==> src/rtl/systolic_tile_ctrl.sv <==
// systolic_tile_ctrl: sequences accumulator clear, K-step operand feed, wavefront drain and row readout for one output-stationary tile
// Ports:
//   clk, rst          rising-edge clock, synchronous active-high reset
//   start_i, k_len_i  launch request (IDLE only) and reduction length captured on accept
//   busy_o            high in every state except IDLE
//   accum_reset_o     clears the PE accumulators (CLEAR only)
//   feed_valid_o      feeders present A[*][feed_k_o], B[feed_k_o][*]; low means feeders drive zeros
//   feed_k_o          operand buffer read index
//   row_sel_o         result row shown on the array result mux
//   res_valid_o, res_ready_i, res_last_o  row handshake; last flags row ARRAY_N-1
//   done_o            one-cycle completion pulse
module systolic_tile_ctrl #(
    parameter int ARRAY_N = 4,
    parameter int K_WIDTH = 16,
    parameter int ROW_W   = $clog2(ARRAY_N)
) (
    input  logic               clk,
    input  logic               rst,
    input  logic               start_i,
    input  logic [K_WIDTH-1:0] k_len_i,
    output logic               busy_o,
    output logic               accum_reset_o,
    output logic               feed_valid_o,
    output logic [K_WIDTH-1:0] feed_k_o,
    output logic [ROW_W-1:0]   row_sel_o,
    output logic               res_valid_o,
    input  logic               res_ready_i,
    output logic               res_last_o,
    output logic               done_o
);
    localparam int DW = $clog2(2 * ARRAY_N) + 1;
    // skew across both edges (2*(N-1)) plus the final accumulate
    localparam logic [DW-1:0]    DRAIN_LAST = DW'(2 * ARRAY_N - 2);
    localparam logic [ROW_W-1:0] ROW_LAST   = ROW_W'(ARRAY_N - 1);

    typedef enum logic [2:0] {IDLE, CLEAR, FEED, DRAIN, READ, DONE} state_t;

    state_t             state_q, state_d;
    logic [K_WIDTH-1:0] k_q, k_d, feed_k_q, feed_k_d;
    logic [DW-1:0]      drain_q, drain_d;
    logic [ROW_W-1:0]   row_q, row_d;
    logic               busy_q, ar_q, fv_q, rv_q, done_q;

    always_comb begin
        state_d  = state_q;
        k_d      = k_q;
        feed_k_d = feed_k_q;
        drain_d  = drain_q;
        row_d    = row_q;
        case (state_q)
            IDLE: begin
                if (start_i) begin
                    k_d     = k_len_i;
                    state_d = CLEAR;
                end
            end
            CLEAR: begin
                drain_d = '0;
                state_d = (k_q != '0) ? FEED : DRAIN;
            end
            FEED: begin
                // K-1 only evaluated here, where K>0 is guaranteed
                if (feed_k_q == k_q - K_WIDTH'(1)) begin
                    feed_k_d = '0;
                    state_d  = DRAIN;
                end else begin
                    feed_k_d = feed_k_q + K_WIDTH'(1);
                end
            end
            DRAIN: begin
                if (drain_q == DRAIN_LAST) begin
                    drain_d = '0;
                    state_d = READ;
                end else begin
                    drain_d = drain_q + DW'(1);
                end
            end
            READ: begin
                if (res_ready_i) begin
                    row_d   = (row_q == ROW_LAST) ? '0 : row_q + ROW_W'(1);
                    state_d = (row_q == ROW_LAST) ? DONE : READ;
                end
            end
            DONE:    state_d = IDLE;
            default: state_d = IDLE;
        endcase
    end

    // status flags registered from the next state so every output is a flop
    always_ff @(posedge clk) begin
        if (rst) begin
            state_q  <= IDLE;
            k_q      <= '0;
            feed_k_q <= '0;
            drain_q  <= '0;
            row_q    <= '0;
            busy_q   <= 1'b0;
            ar_q     <= 1'b0;
            fv_q     <= 1'b0;
            rv_q     <= 1'b0;
            done_q   <= 1'b0;
        end else begin
            state_q  <= state_d;
            k_q      <= k_d;
            feed_k_q <= feed_k_d;
            drain_q  <= drain_d;
            row_q    <= row_d;
            busy_q   <= state_d != IDLE;
            ar_q     <= state_d == CLEAR;
            fv_q     <= state_d == FEED;
            rv_q     <= state_d == READ;
            done_q   <= state_d == DONE;
        end
    end

    assign busy_o        = busy_q;
    assign accum_reset_o = ar_q;
    assign feed_valid_o  = fv_q;
    assign feed_k_o      = feed_k_q;
    assign row_sel_o     = row_q;
    assign res_valid_o   = rv_q;
    assign done_o        = done_q;
    assign res_last_o    = (state_q == READ) && (row_q == ROW_LAST);
endmodule

==> config.mk <==
export PLATFORM = sky130hd
export DESIGN_NAME = systolic_tile_ctrl
export DESIGN_NICKNAME = d
export VERILOG_FILES = /design/src/rtl/systolic_tile_ctrl.sv
export SDC_FILE = /design/constraint.sdc
export NUM_CORES = 1
export LEC_CHECK = 0
export ABC_AREA = 0
export CELL_PAD_IN_SITES_DETAIL_PLACEMENT = 0
export CELL_PAD_IN_SITES_GLOBAL_PLACEMENT = 1
export CORE_MARGIN = 3
export CORE_UTILIZATION = 40
export CTS_CLUSTER_SIZE = 25
export DETAILED_ROUTE_END_ITERATION = 7
export PLACE_DENSITY = 0.89
export SYNTH_ARGS = -nofsm -noshare
export SYNTH_HDL_FRONTEND = slang
export SYNTH_SLANG_ARGS = --single-unit
==> constraint.sdc <==
create_clock -name clk -period 7.2 [get_ports clk]
set_input_delay 1.44 -clock clk [delete_from_list [all_inputs] [get_ports clk]]
set_output_delay 1.44 -clock clk [all_outputs]
set_load 0.05 [all_outputs]
After elaboration in Yosys (flattened, before gate mapping) --
Index checks and enable logic that the tools add are counted.
Cells by class: add/sub/neg operators 4, $mul 0, divide/modulo/power cells 0, $lt $le $gt $ge 0, eq/ne operators 11, shift-type cells 0, muxes and demuxes 11, bitwise operators 0, reduce and logical (&&, ||, !) cells 7
Operators by type and width (number):
- $add A16 B1 Y16 const B | 1
- $eq A16 B16 Y1 | 1
- $mux W16 | 1
- $reduce_bool A16 Y1 | 1
- $sub A16 B1 Y16 const B | 1
- $pmux W3 S5 | 1
- $mux W3 | 4
- $eq A3 B2 Y1 const B | 3
- $eq A3 B3 Y1 const B | 3
- $pmux W4 S2 | 1
- $eq A3 B1 Y1 const B | 2
- $add A4 B1 Y4 const B | 1
- $eq A4 B3 Y1 const B | 1
- $mux W4 | 1
- $reduce_and A2 Y1 | 2
- $logic_not A3 Y1 | 1
- $reduce_bool A3 Y1 | 1
- $add A2 B1 Y2 const B | 1
- $eq A2 B2 Y1 const B | 1
- $mux W1 | 2
- $mux W2 | 1
- $reduce_bool A2 Y1 | 1
- $logic_and A1 B1 Y1 | 1
Storage, ports and cells: flip-flop bits (word level) 46, latch bits 0, bits in writable memories 0, memory bits (read-only) 0, bits of input ports 20, output and inout bits 24, logic and storage cells 43, memories kept 0

Logic depth before layout (Yosys ltp) --
Gate-level depths: netlist of the first run.
depth in word-level cells 5, depth in mapped cells 12, mapped depth without buffers 9

Least setup slack after synthesis of the first run --
No wires, ideal clock.
path type register to register, from register k_q[0], to register feed_k_q[7], in the netlist feed_k_o[7], library setup time 116 ps, arrival 2713 ps, data required time 7084 ps, path slack 4371 ps, cell stages (with the launch flop) 13, buffers on the path 3, period minus slack after synthesis 2829 ps, cells stage by stage dfxtp_1 -> clkbuf_1 -> inv_1 -> ha_1 -> inv_1 -> nor3_1 -> or4_1 -> a221o_1 -> or4_1 -> buf_2 -> o21bai_4 -> buf_6 -> nor2_1
Between the ends: word-level cells in the longest chain between the ends 3
Ends and longest elaborated chain:
- start: declaration | RTL line 39 | logic [K_WIDTH-1:0] k_q, k_d, feed_k_q, feed_k_d;
- start signal: assignment | RTL line 104 | k_q <= k_d;
- $sub A16 B1 Y16 | RTL line 63 | if (feed_k_q == k_q - K_WIDTH'(1)) begin
- $eq A16 B16 Y1 | RTL line 63
- $mux W16 | RTL line 63
- end signal: assignment | RTL line 105 | feed_k_q <= feed_k_d;
- end: declaration | RTL line 39
Every way passes these cells. A chain may end at the register's enable or synchronous reset.

Final worst setup path of the first run --
from register state_q[1], to output port res_last_o
Between the ends: word-level cells in the longest chain between the ends 2
Ends and longest elaborated chain:
- start: declaration | RTL line 38 | state_t state_q, state_d;
- start signal: assignment | RTL line 103 | state_q <= state_d;
- $eq A3 B3 Y1 | RTL line 123 | assign res_last_o = (state_q == READ) && (row_q == ROW_LAST);
- $logic_and A1 B1 Y1 | RTL line 123
- end: declaration | RTL line 28 | output logic res_last_o,
Every way passes these cells.

==> results of run 1 <==
[layer usage]
layer / up-vias / global-route usage
met5: - / 0
met4: 0 / 0.0461
met3: 9 / 0.0427
met2: 41 / 0.256
met1: 1003 / 0.213
li1: 1103 / -
[per-stage QoR]
step | worst slack (ps) | area, µm² | instances
6_report | 3670 | 2960 | 409
5_1_grt | 3540 | 2960 | 409
4_1_cts | 3680 | 2960 | 409
3_5_place_dp | 3890 | 2850 | 401
3_3_place_gp | 3920 | 2850 | 401
2_1_floorplan | 4370 | 2400 | 299
[final cells by class]
type	instances	share of cell area
multi-input cells	234	0.468
clock inverters	2	0.0127
repair buffers	43	0.145
well taps	72	0.0304
clock buffers	6	0.0245
inverters	6	0.00761
flip-flops and latches	46	0.311
[path summary, 6_finish.rpt]
| kind | slack, ps | to |
|---|---|---|
| min | 490 | k_q[9] |
| min reg2reg | 490 | k_q[9] |
| max | 3670 | res_last_o |
| max reg2reg | 4060 | feed_k_o[7] |
[kinds of logic after synthesis]
group / share of synthesized area
adder cells (fa/ha/maj): 0.0261
AO/OA/AOI/OAI: 0.130
XOR/XNOR: 0.121
AND/OR/NAND/NOR: 0.285
multiplexers: 0.0167
flip-flops: 0.384
buffers and inverters: 0.0371
[placed cells by master (no fill, tap or decap), types with 2 or more instances in the layout]
| cell | n |
|---|---|
| nand2_1 | 50 |
| dfxtp_1 | 46 |
| clkdlybuf4s50_1 | 43 |
| nor2_1 | 36 |
| a21oi_1 | 30 |
| xor2_1 | 18 |
| xnor2_1 | 15 |
| nor3_1 | 8 |
| nand3_1 | 8 |
| inv_1 | 6 |
| nor4_1 | 6 |
| o21ai_0 | 6 |
| and3_1 | 5 |
| or4_1 | 5 |
| ha_1 | 5 |
| clkbuf_8 | 5 |
| nand4_1 | 4 |
| mux2i_1 | 4 |
| nor2b_1 | 4 |
| and2_1 | 3 |
| o31ai_1 | 2 |
| or2_2 | 2 |
| nor3b_1 | 2 |
| o21ai_1 | 2 |
[power by group]
group / switching (mW) / total [mW] / internal, mW / leakage, nW
clock network: 0.0889 / 0.193 / 0.104 / 0.0514
registers: 0.0146 / 0.280 / 0.265 / 0.374
logic: 0.0628 / 0.113 / 0.0500 / 0.705
total: 0.166 / 0.585 / 0.419 / 1.13
[flip-flops by register name, summed over array words and instances (netlist names)]
register,cells
done_o,1
feed_k_o,16
feed_valid_o,1
state_q,3
accum_reset_o,1
k_q,16
drain_q,4
res_valid_o,1
row_sel_o,2
busy_o,1
[worst min-delay path: stages, from the launching register on]
cell	delay, ps
dfxtp_1	340
nand2_1	60
a21oi_1	50
==> results.sh, run 1 <==
export IMPL_critPathMaxStageDelay_ps=800
export IMPL_synth_most_common_cell="nand2_1"
export IMPL_clock_sinks=46
export IMPL_initial_core_util=0.425
export IMPL_vias=2156
export IMPL_portBuffers=43
export IMPL_cts_hold_buf=0
export IMPL_post_cts_setup_buffers=0
export IMPL_seq_area_um2=921
export IMPL_slew_viol_final=0
export IMPL_multi_input_area_um2=1390
export IMPL_syn_to_final_growth_pct=23.6
export IMPL_ys_seq_elements=46
export IMPL_hold_depth=2
export IMPL_netlist_area_um2=2400
export IMPL_cts_tree="yes"
export IMPL_hold_viol=0
export IMPL_drv_cap=0
export IMPL_dp_hpwl_um=4090
export IMPL_min_path_type="flip-flop to flip-flop"
export IMPL_synth_ff_type="dfxtp_1"
export IMPL_drive_above_1_share=0.0415
export IMPL_crit_family="buffers and inverters"
export IMPL_start_kind="flip-flop"
export IMPL_holdWs_ps=488
export IMPL_vdd_drop_max_v=0.000138
export IMPL_wl_met2_um=2490
export IMPL_rr_worst_depth=9
export IMPL_async_flop_share=0
export IMPL_syn_nets=324
export IMPL_fin_crit_ps=3530
export IMPL_tightest_slew_ps=1150
export IMPL_min_from="k_q[9]"
export IMPL_clkLatencyLatePin_ps=310
export IMPL_antenna_found_initial=0
export IMPL_drcViolationCount=0
export IMPL_design_power_total_mw=0.585
export IMPL_grt_max_degree=34
export IMPL_first_pass_iters=4
export IMPL_yosys_warnings=0
export IMPL_syn_inst=299
export IMPL_grt_pass1_wl_um=9320
export IMPL_h_tree_depth=2
export IMPL_timing_fmax_ghz=0.284
export IMPL_final_util=0.525
export IMPL_power_leakage_nw=1.13
export IMPL_clockBufferDepth=2
export IMPL_fin_worst_skew_ps=11.1
export IMPL_crit_start="state_q[1]"
export IMPL_synth_distinct_cells=45
export IMPL_via_per_inst=5.27
export IMPL_antenna_cells_inserted=0
export IMPL_cts_resized=0
export IMPL_finalCritPeriodShare=0.490
export IMPL_met1Wirelength_um=2680
export IMPL_seq_area_frac_synth=0.384
export IMPL_fill_cells=548
export IMPL_max_slew_margin=0.232
export IMPL_critical_path_buf_inv_count=1
export IMPL_grt_pass1_vias=1980
export IMPL_dr_wl_met3_um=281
export IMPL_rows=27
export IMPL_gp_congestion=0.838
export IMPL_postRouteAntennaNets=0
export IMPL_cp_arrival_ps=2090
export IMPL_avgRoutedWirePerCell_um=13.5
export IMPL_critical_path_class="flip-flop to output port"
export IMPL_routed_top_layer="met4"
export IMPL_root_buffer="clkbuf_8"
export IMPL_design_portCount=44
export IMPL_crit_chain="nor2_1 > and3_1 > clkdlybuf4s50_1"
export IMPL_cp_max_fo=7
export IMPL_fp_coreArea_um2=5640
export IMPL_die_area_um2=6950
export IMPL_setup_viol=0
export IMPL_overflow=0
export IMPL_yosysTopAreaCell="dfxtp_1"
export IMPL_cp_slowest_cell="clkdlybuf4s50_1"
export IMPL_cp_num_cells=3
export IMPL_rr_startpoint="k_q[0]"
export IMPL_p_per_area_nw_per_um2=198
export IMPL_synth_commonest_cells="50 x nand2_1, 46 x dfxtp_1, 36 x nor2_1"
export IMPL_track_usage=0.160
export IMPL_synth_edf_count=0
export IMPL_drt_initial_drc_count=157
export IMPL_cp_end_kind="output port"
export IMPL_fin_setup_tns_ps=0
export IMPL_rsz0062_at_grt="false"
export IMPL_cts_made_buffers=5
export IMPL_die_x_um=83.4
export IMPL_wl_um=5540
export IMPL_clk_pin_slew_worst_paths_ps=90
export IMPL_required_ps=5760
export IMPL_synth_area_top_cells="dfxtp_1 38%, nand2_1 7.8%, xor2_1 6.6%, a21oi_1 6.3%, nor2_1 5.6%"
export IMPL_layout_nets=361
export IMPL_die_h_um=83.4
export IMPL_synth_top_area_share=0.384
export IMPL_status="finished, final reports clean"
export IMPL_avgSynthCellArea_um2=8.01
(Power assumes the default switching activity.)
==> run 2: changes to the inputs <==
CORE_UTILIZATION = 34   (was 40)
PLACE_DENSITY = 0.82   (was 0.89)
clock period = 3 ns   (was 7.2 ns; I/O delays follow)
==> results.sh, run 2 (synthesized netlist as in run 1, its figures left out) <==
export IMPL_status="finished, final reports clean"
export IMPL_layout_nets=373
export IMPL_vdd_drop_max_v=0.000240
export IMPL_fin_crit_ps=2860
export IMPL_avgRoutedWirePerCell_um=13.6
export IMPL_first_pass_iters=4
export IMPL_final_util=0.473
export IMPL_grt_pass1_wl_um=10300
export IMPL_die_x_um=89.9
export IMPL_postRouteAntennaNets=0
export IMPL_wl_um=6000
export IMPL_portBuffers=43
export IMPL_fin_cells=442
export IMPL_design_portCount=44
export IMPL_antenna_cells_inserted=0
export IMPL_crit_start="k_q[3]"
export IMPL_rows=29
export IMPL_rr_startpoint="k_q[3]"
export IMPL_cp_end_kind="flip-flop"
export IMPL_required_ps=3180
export IMPL_placed_cell_area_um2=2960
export IMPL_root_buffer="clkbuf_8"
export IMPL_drive_above_1_share=0.0888
export IMPL_gp_congestion=0.843
export IMPL_grt_busiest_layer="met2"
export IMPL_fp_coreArea_um2=6600
export IMPL_clk_pin_slew_worst_paths_ps=80
export IMPL_drv_cap=0
export IMPL_die_h_um=89.9
export IMPL_min_path_type="flip-flop to flip-flop"
export IMPL_critical_path_class="flip-flop to flip-flop"
export IMPL_grt_max_degree=21
export IMPL_slew_viol_final=0
export IMPL_p_per_area_nw_per_um2=495
export IMPL_track_usage=0.151
export IMPL_start_kind="flip-flop"
export IMPL_use_met2=0.250
export IMPL_overflow=0
export IMPL_fin_worst_skew_ps=6.53
export IMPL_via_per_inst=4.91
export IMPL_vias=2172
export IMPL_final_cell_mix="50 x nand2_1, 46 x dfxtp_1, 43 x clkdlybuf4s50_1"
export IMPL_finalCritPeriodShare=0.952
export IMPL_setup_ws_ps=144
export IMPL_final_area_um2=3130
export IMPL_clkLatencyLatePin_ps=300
export IMPL_dp_cells=433
export IMPL_tightest_slew_ps=539
export IMPL_cp_max_fo=13
export IMPL_cts_made_buffers=5
export IMPL_drcViolationCount=0
export IMPL_setup_viol=0
export IMPL_die_area_um2=8090
export IMPL_clockBufferDepth=2
export IMPL_initial_core_util=0.363
export IMPL_antenna_found_initial=0
export IMPL_grt_pass1_vias=2145
export IMPL_grt_util_met3=0.0426
export IMPL_dp_hpwl_um=4450
export IMPL_min_from="k_q[9]"
export IMPL_syn_to_final_growth_pct=30.4
export IMPL_final_common_cell="nand2_1"
export IMPL_power_leakage_nw=1.21
export IMPL_grt_use_met1=0.192
export IMPL_hold_viol=0
export IMPL_clock_sinks=46
export IMPL_timing_fmax_ghz=0.350
export IMPL_cp_arrival_ps=3040
export IMPL_cts_tree="yes"
export IMPL_max_slew_margin=0.641
export IMPL_h_tree_depth=2
export IMPL_drt_initial_drc_count=131
export IMPL_pre_cts_ws_ps=181
export IMPL_holdWs_ps=496
-- run 2: timing repair --
action	4_1_cts	5_1_grt
endpoints found under the hold margin	0	0
setup endpoints to repair	0	15
resized for setup	0	4
buffers inserted	0	1
hold buffers	0	0
-- run 2: cell type report --
cell class | instances | area [µm²]
sequential | 46 | 921
multi-input combinational | 234 | 1400
clock inverter | 2 | 60.1
timing repair buffer | 55 | 520
inverter | 6 | 22.5
fill | 687 | 3480
tap | 93 | 116
clock buffer | 6 | 82.6
-- run 2: final timing paths --
| path | slack (ps) | to | depth (start not counted) |
|---|---|---|---|
| max | 140 | feed_k_o[5] | 8 |
| min | 500 | k_q[9] | 2 |
| max reg2reg | 140 | feed_k_o[5] | 8 |
| min reg2reg | 500 | k_q[9] | 2 |
-- run 2: power by group --
part	internal (mW)	leakage [nW]	total [mW]	switching, mW
combinational	0.142	0.764	0.314	0.172
clock	0.355	0.0714	0.569	0.214
sequential	0.636	0.374	0.665	0.0295
-- run 2: layer usage --
metal	wire, µm	vias to the layer above
li1	-	1113
met1	2760	986
met2	2800	65
met3	369	8
met4	74	0
met5	0	-
-- run 2: stage by stage --
step	power [mW]	TNS, ps
after floorplan	0.881	0
after global routing	1.62	-30.6
after global placement	0.979	0
after CTS	1.55	0
after detailed placement	0.979	0
final	1.55	0
-- run 2: critical path: stages, from the launching register on --
cell      delay [ps]
dfxtp_1          410
nor4_4           330
buf_4            160
a21oi_1           50
or4_1            420
a221o_1          360
or4_1            560
o21bai_4         350
nor2_1            90
